### src/rtl/pipeline_hazard_ctrl.sv
// ============================================================================
// Module   : pipeline_hazard_ctrl
// Brief    : Stall/flush/forwarding control and MEM-stage memory-wait FSM for
//            the 5-stage RV32I pipeline. Optional stall-cycle counter is
//            built when HAZARD_PERF_EN is defined.
// Revision : 1.0 - initial release
// ============================================================================
`default_nettype none

module pipeline_hazard_ctrl #(
  parameter int MEM_TIMEOUT = 15
) (
  input  logic        Clk,
  input  logic        Rst_n,
  input  logic [4:0]  rs1_d,
  input  logic [4:0]  rs2_d,
  input  logic [4:0]  rs1_e,
  input  logic [4:0]  rs2_e,
  input  logic [4:0]  rd_e,
  input  logic        load_e,
  input  logic        pc_src_e,
  input  logic [4:0]  rd_m,
  input  logic        reg_write_m,
  input  logic        mem_access_m,
  input  logic        mem_ready,
  input  logic [4:0]  rd_w,
  input  logic        reg_write_w,
  output logic        stall_f,
  output logic        stall_d,
  output logic        stall_e,
  output logic        stall_m,
  output logic        flush_d,
  output logic        flush_e,
  output logic        flush_w,
  output logic [1:0]  fwd_a_e,
  output logic [1:0]  fwd_b_e,
  output logic        mem_req,
  output logic        mem_err,
  output logic [31:0] stall_cnt
);

  localparam logic [7:0] C_TIMEOUT = 8'(MEM_TIMEOUT);

  typedef enum logic [0:0] {
    S_IDLE = 1'b0,
    S_WAIT = 1'b1
  } state_t;

  state_t     r_state;
  logic [7:0] r_wcnt;
  logic       r_mem_err;

  logic       w_lw_stall;
  logic       w_mem_wait;
  logic       w_wait_expired;

  function automatic logic [1:0] fwd_sel(
    input logic [4:0] rs,
    input logic [4:0] rdm,
    input logic       wm,
    input logic [4:0] rdw,
    input logic       ww
  );
    if (wm && (rdm != 5'd0) && (rdm == rs))
      return 2'b10;
    else if (ww && (rdw != 5'd0) && (rdw == rs))
      return 2'b01;
    else
      return 2'b00;
  endfunction

  assign fwd_a_e = fwd_sel(rs1_e, rd_m, reg_write_m, rd_w, reg_write_w);
  assign fwd_b_e = fwd_sel(rs2_e, rd_m, reg_write_m, rd_w, reg_write_w);

  assign w_lw_stall     = load_e && (rd_e != 5'd0) && ((rd_e == rs1_d) || (rd_e == rs2_d));
  assign w_wait_expired = (r_wcnt == C_TIMEOUT);

  assign w_mem_wait = ((r_state == S_IDLE) && mem_access_m && !mem_ready) ||
                      ((r_state == S_WAIT) && !mem_ready && !w_wait_expired);

  assign mem_req = (r_state == S_WAIT) || mem_access_m;
  assign mem_err = r_mem_err;

  assign stall_e = w_mem_wait;
  assign stall_m = w_mem_wait;
  assign flush_w = w_mem_wait;
  assign stall_f = w_mem_wait || w_lw_stall;
  assign stall_d = w_mem_wait || w_lw_stall;
  // EX is frozen during a memory wait, so branch/load-use bubbles wait for release
  assign flush_d = pc_src_e && !w_mem_wait;
  assign flush_e = (w_lw_stall || pc_src_e) && !w_mem_wait;

  always_ff @(posedge Clk or negedge Rst_n) begin
    if (!Rst_n) begin
      r_state   <= S_IDLE;
      r_wcnt    <= 8'd0;
      r_mem_err <= 1'b0;
    end else begin
      case (r_state)
        S_IDLE: begin
          if (mem_access_m && !mem_ready) begin
            r_state <= S_WAIT;
            r_wcnt  <= 8'd1;
          end
        end
        S_WAIT: begin
          if (mem_ready) begin
            r_state <= S_IDLE;
          end else if (w_wait_expired) begin
            r_mem_err <= 1'b1;
            r_state   <= S_IDLE;
          end else begin
            r_wcnt <= r_wcnt + 8'd1;
          end
        end
        default: r_state <= S_IDLE;
      endcase
    end
  end

`ifdef HAZARD_PERF_EN
  logic [31:0] r_stall_cnt;

  always_ff @(posedge Clk or negedge Rst_n) begin
    if (!Rst_n)
      r_stall_cnt <= 32'd0;
    else if (stall_f && (r_stall_cnt != 32'hFFFF_FFFF))
      r_stall_cnt <= r_stall_cnt + 32'd1;
  end

  assign stall_cnt = r_stall_cnt;
`else
  assign stall_cnt = 32'd0;
`endif

endmodule

`default_nettype wire

### config.mk
export PLATFORM = sky130hd
export DESIGN_NAME = pipeline_hazard_ctrl
export DESIGN_NICKNAME = d
export VERILOG_FILES = /design/src/rtl/pipeline_hazard_ctrl.sv
export SDC_FILE = /design/constraint.sdc
export NUM_CORES = 1
export LEC_CHECK = 0
export CAP_MARGIN = 20
export CORE_MARGIN = 2
export CORE_UTILIZATION = 38
export CTS_BUF_LIST = sky130_fd_sc_hd__clkbuf_4 sky130_fd_sc_hd__clkbuf_8 sky130_fd_sc_hd__clkbuf_16
export DETAILED_ROUTE_END_ITERATION = 6
export PLACE_DENSITY = 0.94
export SLEW_MARGIN = 15
export SYNTH_ARGS = -nofsm -noshare
export SYNTH_HDL_FRONTEND = slang
export SYNTH_SLANG_ARGS = --single-unit
### constraint.sdc
create_clock -name Clk -period 3 [get_ports Clk]
set_input_delay 0.3 -clock Clk [delete_from_list [all_inputs] [get_ports Clk]]
set_output_delay 0.3 -clock Clk [all_outputs]
set_load 0.1 [all_outputs]
Word-level counts from Yosys, hierarchy flattened
Index checks and enable logic that the tools add are counted.

storage, ports and cells
  word-level logic and storage cells = 56
  output and inout port bits = 45
  flip-flop bits (word level) = 10
  input bits = 43

cells by class
  muxes and demuxes = 12
  add/sub/neg operators = 1
  reduce and logical (&&, ||, !) cells = 28
  bitwise logic cells = 2
  equality and inequality tests = 10

operator list
  operator             number
  $eq 5x5->1           6
  $mux 8               3
  $pmux 8 s2           1
  $logic_and 1x1->1    15
  $reduce_bool 5->1    3
  $add 8x1->8 const B  1
  $eq 8x4->1 const B   1
  $reduce_and 3->1     2
  $logic_or 1x1->1     5
  $mux 1               5
  $mux 2               2
  $ne 2x2->1 const B   2
  $logic_not 1->1      3
  $ne 2x1->1 const B   1
  $not 1->1            2
  $pmux 1 s2           1

Longest topological paths before layout
Gate-level depths: netlist of the first run.

  depth after elaboration = 6
  mapped depth = 5
  gate-level depth less buffers = 5

Least setup slack after synthesis of the first run
Ideal clock, no wire load.

  kind = input to output
  start point = input rd_m[4]
  end point = output fwd_a_e[0]
  path slack = -2035 ps
  required time = 2700 ps
  cell stages on the path = 4
  arrival = 4735 ps
  buffers on the path = 0
  path through = xnor2_1 > nand3_1 > nor4_1 > nor4_2

on the way
  cells in the longest elaborated chain, start to end = 4
  elaborated cells between the ends (all ways) = 5
  those cells by class = eq/ne: 1; mux: 1; reduce/logical: 3

ends and longest elaborated chain
  what                   line  text
  from (decl)            22    input logic [4:0] rd_m,
  $reduce_bool 5->1      64    if (wm && (rdm != 5'd0) && (rdm == rs))
  $logic_and 1x1->1      64
  $logic_and 1x1->1 (*)  64
  $mux 2 (*)             64
  to (decl)              35    output logic [1:0] fwd_a_e,

Every way passes the cells marked *; elsewhere a longest branch is shown, timed or not.

Worst setup path in the final report of the first run
  start point = input rd_m[1]
  end point = output fwd_b_e[0]

on the way
  cells in the longest elaborated chain, start to end = 4
  elaborated cells between the ends (all ways) = 5
  those cells by class = eq/ne: 1; mux: 1; reduce/logical: 3

ends and longest elaborated chain
  what                   line  text
  $reduce_bool 5->1      64
  $logic_and 1x1->1      64
  $logic_and 1x1->1 (*)  64
  $mux 2 (*)             64
  to (decl)              36    output logic [1:0] fwd_b_e,

Marks and branches as above.

==> results of run 1 <==
-- stage by stage --
stage	total power (W)	setup slack, ns	setup TNS (ns)	hold slack, ns
global placement	0.000610	0.494	0	0.459
CTS	0.000737	0.472	0	0.364
global route	0.000763	0.402	0	0.408
floorplan	0.000538	-0.121	-0.121	0.00441
detailed placement	0.000615	0.476	0	0.457
finish	0.000733	0.488	0	0.350
-- Yosys cell counts (all sizes together) (2+ instances only) --
master / n / share of area (%)
a31oi: 3 / 2.0
nor4: 7 / 5.8
nor3: 3 / 1.2
nor2b: 3 / 1.5
nand2: 2 / 0.81
or2: 2 / 1.0
xor2: 24 / 17
o21bai: 3 / 1.8
or4: 5 / 3.3
xnor2: 11 / 7.8
nand3: 4 / 1.6
buf: 36 / 22
o21ai: 3 / 1.5
inv: 2 / 0.61
dfrtp: 10 / 20
nor2: 8 / 2.4
-- layout make-up --
class	instances	area share, %
timing repair buffer	55	32.0
sequential	10	13.8
multi-input combinational	123	48.8
tap	44	3.03
clock buffer	4	2.00
inverter	2	0.414
-- state kept, by name (all words and copies together), names as in the netlist --
register,count
r_wcnt,8
r_state,1
mem_err,1
-- path summary, 6_finish.rpt --
| check | depth (start not counted) | to | from |
|---|---|---|---|
| max | 6 | fwd_b_e[0] | rd_m[1] |
| min | 1 | r_wcnt[4] | Rst_n |
| max reg2reg | 5 | r_wcnt[1] | r_wcnt[0] |
| min reg2reg | 1 | mem_err | mem_err |
| max in group asynchronous | 1 | r_wcnt[7] | Rst_n |
| min in group Clk | 1 | mem_err | mem_err |
-- logic make-up after synthesis --
logic type,after synthesis
compound gates,16
xor+xnor,35
fa+ha+maj,1
buf+inv,38
flops,10
mux,1
other cells,1
simple gates,38
-- power groups by stage --
stage                     clock (W)  combinational [W]  sequential [W]
final                      0.000120           0.000447        0.000166
after global routing       0.000127           0.000467        0.000169
after CTS                  0.000124           0.000447        0.000166
after detailed placement          0           0.000446        0.000168
after global placement            0           0.000443        0.000167
after floorplan                   0           0.000370        0.000168
-- per-layer routing --
layer	global-route usage, %	share of wire, %	vias up	wire (um)
met5	0	0	-	0
met3	1.28	4.9	4	144
met2	30.0	55	42	1610
met1	16.9	40	496	1160
li1	-	-	523	-
met4	5.90	0.72	0	21
==> flow_summary.toml, run 1 <==
[status]
status = "complete, no violations"

[power]
powerDensity_nw_per_um2 = 404
ir_drop_uv = 339
p_seq_share_pct = 22.7
clkPwrFrac_pct = 16.4
power_frac_comb_pct = 61.0
p_sw_w = 0.000389
p_int_w = 0.000344
power.leakage_nw = 0.748
netSwitchingFraction_pct = 53.1

[routing]
ant_nets = 0
vias_per_cell = 4.47
wl_mm = 2.93
wl_per_cell_um = 12.3
drc = 0
num_vias = 1065
dr.pass1.iters = 4
drt_iter0_drc = 34

[cells_and_area]
drive_gt1_share_pct = 16.5
instances_no_fill = 238
syn_to_final_growth_pct = 47.0
final_area_um2 = 1820
mostFrequentLayoutCells = "42 x clkdlybuf4s50_1, 32 x conb_1, 24 x xor2_1"
multi_input_area_um2 = 886
insertedDiodeCount = 0
n_fill_cell = 278
final_util_pct = 59.0
final_common_cell = "clkdlybuf4s50_1"
seqCellArea_um2 = 250
num-nets-final = 239

[die]
die_h_um = 61.0
initial_core_util_pct = 40.1
core_um2 = 3080
rows = 20
dieArea_um2 = 3720
io_pins = 88
die-width_um = 61.0

[synthesis]
synth_edf_count = 0
yosysUniqueCellTypes = 39
synthSimpleGateAreaFrac_pct = 20.0
synth-main-ff-cell = "dfrtp_1"
ys_seq_area_share_pct = 20.3
synthMuxAreaShare_pct = 0.912
synth_compound_area_share_pct = 9.93
yosys.area_share.adder_pct = 1.01
synth_cells = 140
async_flop_share_pct = 100
yosys_warnings = 0
syn-cell-area_um2 = 1230
synth_top_family_by_area = "XOR/XNOR gates"
syn_avg_cell_area_um2 = 8.82
synth_xor_area_share_pct = 24.8
synth-seq-cells = 10

[setup_path]
worstPathCellList = "clkdlybuf4s50_1 > or4_4 > o21ai_2 > nor4_4 > nor4_4 > buf_12"
path_max_fanout = 3
crit_path_start_kind = "input port"
required_ns = 2.70
crit_top_cell = "nor4_4"
cp-end-kind = "primary output"
worstSetupPathType = "input port to primary output"
cp.arrival_ns = 2.21
critical-path-max-stage-delay_ns = 0.55
critical-path-top-delay-family = "simple AND/OR/NAND/NOR gates"
r2r_slack_ns = 1.28
cp_slowest_cell = "or4_4"
crit_buf_inv = 2

[sta]
setup_viol = 0
rsz0062_at_grt = "no"
final_max_slew_viol_count = 0
max_slew.worst_pin.slew_ns = 0.704
fin_crit_sh_pct = 83.7
finalClockSkew_ns = 0.00183
fmaxAchievable_ghz = 0.398
finalHoldViolations = 0
timing.slew.headroom_pct = 52.9
period_minus_slack_ns = 2.51

[global_route]
grt_max_degree = 11
overflow = 0
grt_usage_pct = 15.3
antenna_found_initial = 0
grt_pass1_vias = 1011
grt_pass1_wl_mm = 4.24

[cts]
cts_resized = 0
clkSlewWorstSetupHoldPaths_ns = 0.07
clockRootBuffer = "clkbuf_4"
htreeDepth = 1
cts_tree = "done"
clk_latency_ns = 0.26
post_cts.repair.setup_buffers = 0
cts_max_path_buffers = 2
numCtsBuffers = 3
cts_num_sinks = 10
hold_buffers = 0

[run]
cap_violations = 0

[place]
place.port_buffers = 55
place_congestion = 0.824
dp_cells = 234
hpwl_mm = 2.52
place_area_um2 = 1780

[min_path]
hold_class = "input port to asynchronous set/reset pin"
No activity file was read; power rests on OpenSTA's default activity.
==> run 2, diff against run 1 <==
- CORE_UTILIZATION: 38 -> 32
- PLACE_DENSITY: 0.94 -> 0.85
- clock period: 3 -> 2.3 ns (I/O delays scaled with it)
==> flow_summary.toml, run 2 (synthesized netlist as in run 1, its figures left out) <==
[status]
status = "complete, no violations"

[setup_path]
required_ns = 2.07
cp.arrival_ns = 2.04
cp-end-kind = "primary output"
r2r_slack_ns = 0.60
path_max_fanout = 2
reg2reg_depth = 5
crit_path_start_kind = "input port"
worstSetupPathType = "input port to primary output"
r2r_end = "r_wcnt[1]"
rr_startpoint = "r_wcnt[5]"

[place]
place_area_um2 = 2000
place_ws_ns = -0.0406
hpwl_mm = 2.79
dp_cells = 252
place.port_buffers = 55
place_congestion = 0.800

[global_route]
grt_max_degree = 11
grt_pass1_wl_mm = 5.02
overflow = 0
grt_pass1_vias = 1127
antenna_found_initial = 0
grt_usage_pct = 14.8

[cells_and_area]
num-nets-final = 254
insertedDiodeCount = 0
syn_to_final_growth_pct = 67.6
largest_register_ffs = 8
final_common_cell = "clkdlybuf4s50_1"
regMostFlops = "r_wcnt"
mostFrequentLayoutCells = "39 x clkdlybuf4s50_1, 32 x conb_1, 24 x xor2_1"
final_area_um2 = 2070
instances_no_fill = 257
drive_gt1_share_pct = 24.4

[power]
netSwitchingFraction_pct = 49.9
fin_total_pwr_w = 0.00107
ir_drop_uv = 462
p_int_w = 0.000539
p_sw_w = 0.000536
p_seq_share_pct = 20.4
clkPwrFrac_pct = 20.9
power_frac_comb_pct = 58.7
powerDensity_nw_per_um2 = 519
power.leakage_nw = 0.860

[cts]
numCtsBuffers = 3
cts_tree = "done"
cts_max_path_buffers = 2
hold_buffers = 0
cts_num_sinks = 10
htreeDepth = 1
clkSlewWorstSetupHoldPaths_ns = 0.05
clk_latency_ns = 0.24
clockRootBuffer = "clkbuf_8"

[sta]
finalClockSkew_ns = 0.00669
period_minus_slack_ns = 2.27
fin_crit_sh_pct = 98.5
hold-worst-slack_ns = 0.308
final_max_slew_viol_count = 0
fmaxAchievable_ghz = 0.441
setup_slack_ns = 0.0335
finalHoldViolations = 0
setup_viol = 0
rsz0062_at_grt = "yes"

[routing]
num_vias = 1134
ant_nets = 0
wl_mm = 3.20
vias_per_cell = 4.41
drt_iter0_drc = 16
drc = 0
wl_per_cell_um = 12.4
dr.pass1.iters = 4

[die]
rows = 22
initial_core_util_pct = 33.5
core_um2 = 3690
die-width_um = 66.1
io_pins = 88
die_h_um = 66.1
dieArea_um2 = 4370

[min_path]
hold_class = "input port to asynchronous set/reset pin"

[run]
cap_violations = 0
run 2: cell types whose count changed in the layout (fill, tap and decap cells not counted), sizes merged:
cell | before | now
buf | 13 | 28
clkdlybuf4s50 | 42 | 39
dlygate4sd2 | 0 | 3
run 2: final cells by class:
class / count / area [um^2]
well taps: 48 / 60.1
fillers: 330 / 1620
clock buffers: 4 / 55.1
flip-flops and latches: 10 / 250
inverters: 2 / 7.51
repair buffers: 70 / 768
multi-input cells: 123 / 928
run 2: repair_timing:
action                                  in CTS  in global routing
gates resized for setup                      5                  1
setup buffers                                1                  0
pin swaps                                    4                  1
endpoints found under the setup margin       1                  1
hold endpoints to repair                     0                  0
run 2: worst max-delay path, cell delays in order:
cell and delay (ns):
clkdlybuf4s50_1 0.50, or4_1 0.12, o21ai_1 0.07, or4_4 0.56, nor4_4 0.34, buf_12 0.21
run 2: power by group through the flow:
stage / clock network, W / logic (W) / registers (W)
6_report: 0.000225 / 0.000631 / 0.000219
2_1_floorplan: 0 / 0.000495 / 0.000220
5_1_grt: 0.000236 / 0.000658 / 0.000222
3_5_place_dp: 0 / 0.000628 / 0.000222
3_3_place_gp: 0 / 0.000620 / 0.000219
4_1_cts: 0.000227 / 0.000632 / 0.000219
run 2: worst max-delay path by stage:
| stage | endpoint | from | cells past startpoint |
|---|---|---|---|
| floorplan | flush_e | r_wcnt[5] | 4 |
| global placement | fwd_b_e[0] | rd_w[4] | 6 |
| detailed placement | fwd_b_e[0] | rd_w[4] | 6 |
| CTS | fwd_b_e[0] | rd_m[3] | 7 |
| global route | fwd_a_e[0] | rd_w[3] | 6 |
| finish | fwd_a_e[0] | rd_w[3] | 6 |
run 2: per-stage QoR:
step / setup TNS, ns / utilization, %
2_1_floorplan: -0.755 / -
3_3_place_gp: 0 / 54.2
3_5_place_dp: -0.0406 / 54.2
4_1_cts: 0 / 56.0
5_1_grt: -0.00137 / 56.1
6_report: 0 / 56.1
run 2: metal layers:
layer  wire [um]  track usage (%)
met1        1240             17.0
met2        1770             28.4
met3         159             1.36
met4          25             4.59
met5           0                0
==> RTL change 1: new RTL, config.mk and constraints of run 1 <==
Add a define of `HAZARD_PERF_EN`.
--- a/src/rtl/pipeline_hazard_ctrl.sv
+++ b/src/rtl/pipeline_hazard_ctrl.sv
@@ -6,6 +6,8 @@
 // Revision : 1.0 - initial release
 // ============================================================================
 `default_nettype none
+
+`define HAZARD_PERF_EN
 
 module pipeline_hazard_ctrl #(
   parameter int MEM_TIMEOUT = 15
Function: changed (a bounded check fails within 4 cycles, from zero or initial values and one cycle with Rst_n low).
==> RTL change 1 against run 1 <==
  * Sequential cell count increased by 32
  * Setup slack got worse by 74 ps
  * Wire length increased by 110%
  * Design area increased by 97%
  * Combinational power increased by 60%
  * Register-to-register slack got worse by 800 ps
  * Area after synthesis increased by 100%
  * First-iteration DRC count increased to 2.8 times the old value
  * Power increased to 2.6 times the old value
  * Global-route usage increased by 2.2 points
  * Die area increased by 94%
  * Count of clock-buffer cells in the layout increased by 2
  * Final cell count increased by 79%
  * Largest cell class unchanged
==> RTL change 1: results (changes against run 1) <==
[status]
status=complete, no violations

[global_routing]
grt_use_met1_pct=21.2  ; +4.3 points
grt_use_met2_pct=31.3  ; +1.4 points
grt_use_met3_pct=4.47  ; +3.2 points
grt_pass1_vias=2303  ; +130%
grtUsageTotal_pct=17.5  ; +2.2 points
grt_pass1_wl_um=10400  ; +140%

[layout]
final-nonclk-buf-share_pct=24.0  ; -8.0 points
finalNetCount=395  ; +65%
fillCellCount=530  ; +91%
largest_reg_flops=32  ; +24

[synthesis]
synthAdderAreaFrac_pct=1.01  ; -0.0081 points
seq_area_frac_synth_pct=42.2  ; +22 points
yosys-top-cells-count=dfrtp_1 (42), xor2_1 (42), nor2_1 (25), xnor2_1 (24), nand3_1 (22)
synth_xor_area_share_pct=23.2  ; -1.6 points

[clock_network]
cts-root-buf=clkbuf_8
numCtsBuffers=5  ; +2

[detailed_routing]
drt-initial-drc-count=96  ; +180%
wl_per_cell_um=14.3  ; +16%

[timing]
worst_pin_slew_ps=923  ; +219 ps

[placement]
place.gp.congestion=0.885  ; +7.4%
io_buffers=87  ; +58%

[setup_path]
cp.arrival_ps=2290  ; +80 ps
slowest_stage=or4_1
crit_family=buffers and inverters

[pwr]
power_leakage_nw=1.62  ; +120%

RTL change 1: cell count changes in the layout (fill, tap and decap cells not counted), moves of 13 or more:
cell,run 1,this run
buf_4,8,40
conb_1,32,0
dfrtp_1,10,42
nand3_1,4,22
xor2_1,24,42
nor2_1,8,24
nand2_1,1,16
xnor2_1,11,24
RTL change 1: power by group:
| part | switching [mW] | internal, mW | total (mW) |
|---|---|---|---|
| Clock | 0.192 | 0.266 | 0.458 |
| Sequential | 0.0813 | 0.619 | 0.700 |
| Combinational | 0.506 | 0.209 | 0.715 |
RTL change 1: worst reg2reg max path, stage by stage (launching register included):
cell,delay [ps]
dfrtp_1,420
or4_4,580
o21ai_4,250
inv_2,130
o211ai_4,640
mux2_1,390
RTL change 1: path summary, 6_finish.rpt:
kind	startpoint	end	slack, ps	depth (start not counted)
worst max-delay path	rd_e[1]	stall_d	410	7
worst min-delay path	Rst_n	stall_cnt[7]	130	1
worst max register to register	r_wcnt[4]	stall_cnt[1]	480	5
worst min register to register	mem_err	mem_err	490	2
max in group asynchronous	Rst_n	stall_cnt[20]	2290	1
min in group Clk	mem_err	mem_err	490	2
RTL change 1: through the flow:
step	power, mW	setup slack (ps)	instances
final	1.87	414	427
after CTS	1.89	387	427
after floorplan	1.21	79.5	260
after global routing	1.95	238	427
after detailed placement	1.43	405	420
after global placement	1.41	418	420
RTL change 1: metal layers:
metal | vias to the layer above | part of all wire, %
met5 | - | 0
met4 | 0 | 0.85
met3 | 7 | 7.2
met2 | 74 | 51
met1 | 1075 | 41
li1 | 1076 | -
==> RTL change 2: new RTL, flow settings as in run 1 <==
Made on the original files. Put one more register stage on the output `mem_err`. The value now appears one clock later. The other outputs are not delayed to match.
--- a/src/rtl/pipeline_hazard_ctrl.sv
+++ b/src/rtl/pipeline_hazard_ctrl.sv
@@ -79,7 +79,9 @@
                       ((r_state == S_WAIT) && !mem_ready && !w_wait_expired);
 
   assign mem_req = (r_state == S_WAIT) || mem_access_m;
-  assign mem_err = r_mem_err;
+  always_ff @(posedge Clk) begin
+    mem_err <= r_mem_err;
+  end
 
   assign stall_e = w_mem_wait;
   assign stall_m = w_mem_wait;
Formal check against the unedited RTL: same outputs for any inputs over 10 cycles, from zero or initial values and one cycle with Rst_n low; that may be too few to reach the edited logic, so the function may still have changed.
==> RTL change 2 against run 1 <==
  * Largest cell class unchanged
  * Hold slack worse by 21 ps
  * Power is 1.5% higher
  * Design area is 1.0% higher
  * Highest routed layer unchanged
  * Area after synthesis is 1.8% higher
  * Wire length is 4.3% higher
  * Sequential cell count is 1 higher
  * Setup slack worse by 35 ps
  * Sequential share of layout area is 0.95 points higher
==> RTL change 2: results (changes against run 1) <==
[clock_network]
postCtsSetupRepairBufs=0  ; unchanged
h-tree-depth=1  ; unchanged
numCtsBuffers=3  ; unchanged
clkTransAtPathRegs_ps=70  ; about the same
insertion_delay_ps=280  ; +20 ps
cts-root-buf=clkbuf_4
clockBufferDepth=2  ; unchanged
post_cts_resized=0  ; unchanged

[synthesis]
synthTopCellsByArea=buf_4 (21%), dfrtp_1 (20%), xor2_1 (17%)
synth.distinct_cells=40  ; +2.6%
ys.flop_type=dfrtp_1
synthCells=142  ; +1.4%
yosysWarningCount=0  ; unchanged
yosys-top-cells-count=buf_4 (35), xor2_1 (24), xnor2_1 (11), dfrtp_1 (10), nor2_1 (8)
seq_area_frac_synth_pct=21.5  ; +1.2 points
synth-async-reset-ratio_pct=90.9  ; -9.1 points

[placement]
place.gp.congestion=0.825  ; about the same
io_buffers=55  ; unchanged
hpwl_um=2630  ; +4.6%
dpl_cell_area_um2=1800  ; +1.4%
place_ws_ps=452  ; -23.3 ps

[detailed_routing]
drtPass1Iterations=4  ; unchanged
wl_um=3060  ; +4.3%
drt-initial-drc-count=42  ; +24%
vias=1101  ; +3.4%

[timing]
max_slew_margin_pct=35.4  ; -18 points
fin_skew_ps=8.17  ; +6.34 ps

[layout]
final_cells=240  ; +0.84%
drive_gt1_share_pct=15.3  ; -1.2 points
finalNetCount=241  ; +0.84%
antenna_cells=0  ; unchanged
largest_reg_flops=8  ; unchanged
max_flop_register=r_wcnt

[global_routing]
grt_pass1_wl_um=4620  ; +9.1%
antenna_found_initial=0  ; unchanged
grtUsageTotal_pct=16.7  ; +1.4 points
grt_max_degree=11  ; unchanged
grt_pass1_vias=1016  ; +0.49%

[setup_path]
cp.arrival_ps=2250  ; +40 ps
path_max_fanout=3  ; unchanged

[pwr]
power_leakage_nw=0.752  ; +0.55%
vdd.ir_drop.worst_uv=390  ; +15%

[status]
status=complete, no violations

[hold_path]
hold_class=in2async

[RTL change 2: where the power goes]
| part | internal [mW] | total, mW | leakage [nW] | switching, mW |
|---|---|---|---|---|
| Clock | 0.0607 | 0.114 | 0.0184 | 0.0530 |
| Sequential | 0.162 | 0.182 | 0.141 | 0.0199 |
| Combinational | 0.122 | 0.448 | 0.593 | 0.326 |
| Total | 0.345 | 0.744 | 0.752 | 0.399 |
[RTL change 2: logic make-up after synthesis]
logic type | share of synthesized area (%)
compound gates | 9.95
xor+xnor | 24.4
fa+ha+maj | 0.995
buf+inv | 22.4
flops | 21.5
mux | 0.895
other cells | 0.298
simple gates | 19.6
[RTL change 2: worst max-delay path: stages]
cell and delay, ps:
clkdlybuf4s50_1 480, or4_4 560, o21ai_2 250, nor4_4 100, nor4_4 340, buf_12 220
[RTL change 2: per-layer routing]
layer  vias to the layer above  global-route usage (%)  wire length [µm]  part of all wire (%)
met1                       509                    18.2              1140                    37
met4                         0                    8.21                61                   2.0
met3                         7                    1.89               214                   7.0
li1                        532                       -                 -                     -
met2                        53                    31.4              1640                    54
met5                         -                       0                 0                     0
[RTL change 2: final timing paths]
check	startpoint	endpoint	slack [ps]	cells after the start
max	rd_m[1]	fwd_b_e[0]	450	6
min	Rst_n	r_wcnt[3]	330	1
max reg2reg	r_wcnt[1]	r_wcnt[1]	1300	5
min reg2reg	r_mem_err	mem_err	380	0
max in group asynchronous	Rst_n	r_wcnt[2]	2360	1
min in group Clk	r_mem_err	mem_err	380	0
[RTL change 2: cell type report]
cell class | count | area, µm²
fill | 283 | 1270
multi-input combinational | 124 | 888
timing repair buffer | 55 | 583
sequential | 11 | 270
tap | 44 | 55.1
clock buffer | 4 | 30.0
inverter | 2 | 7.51
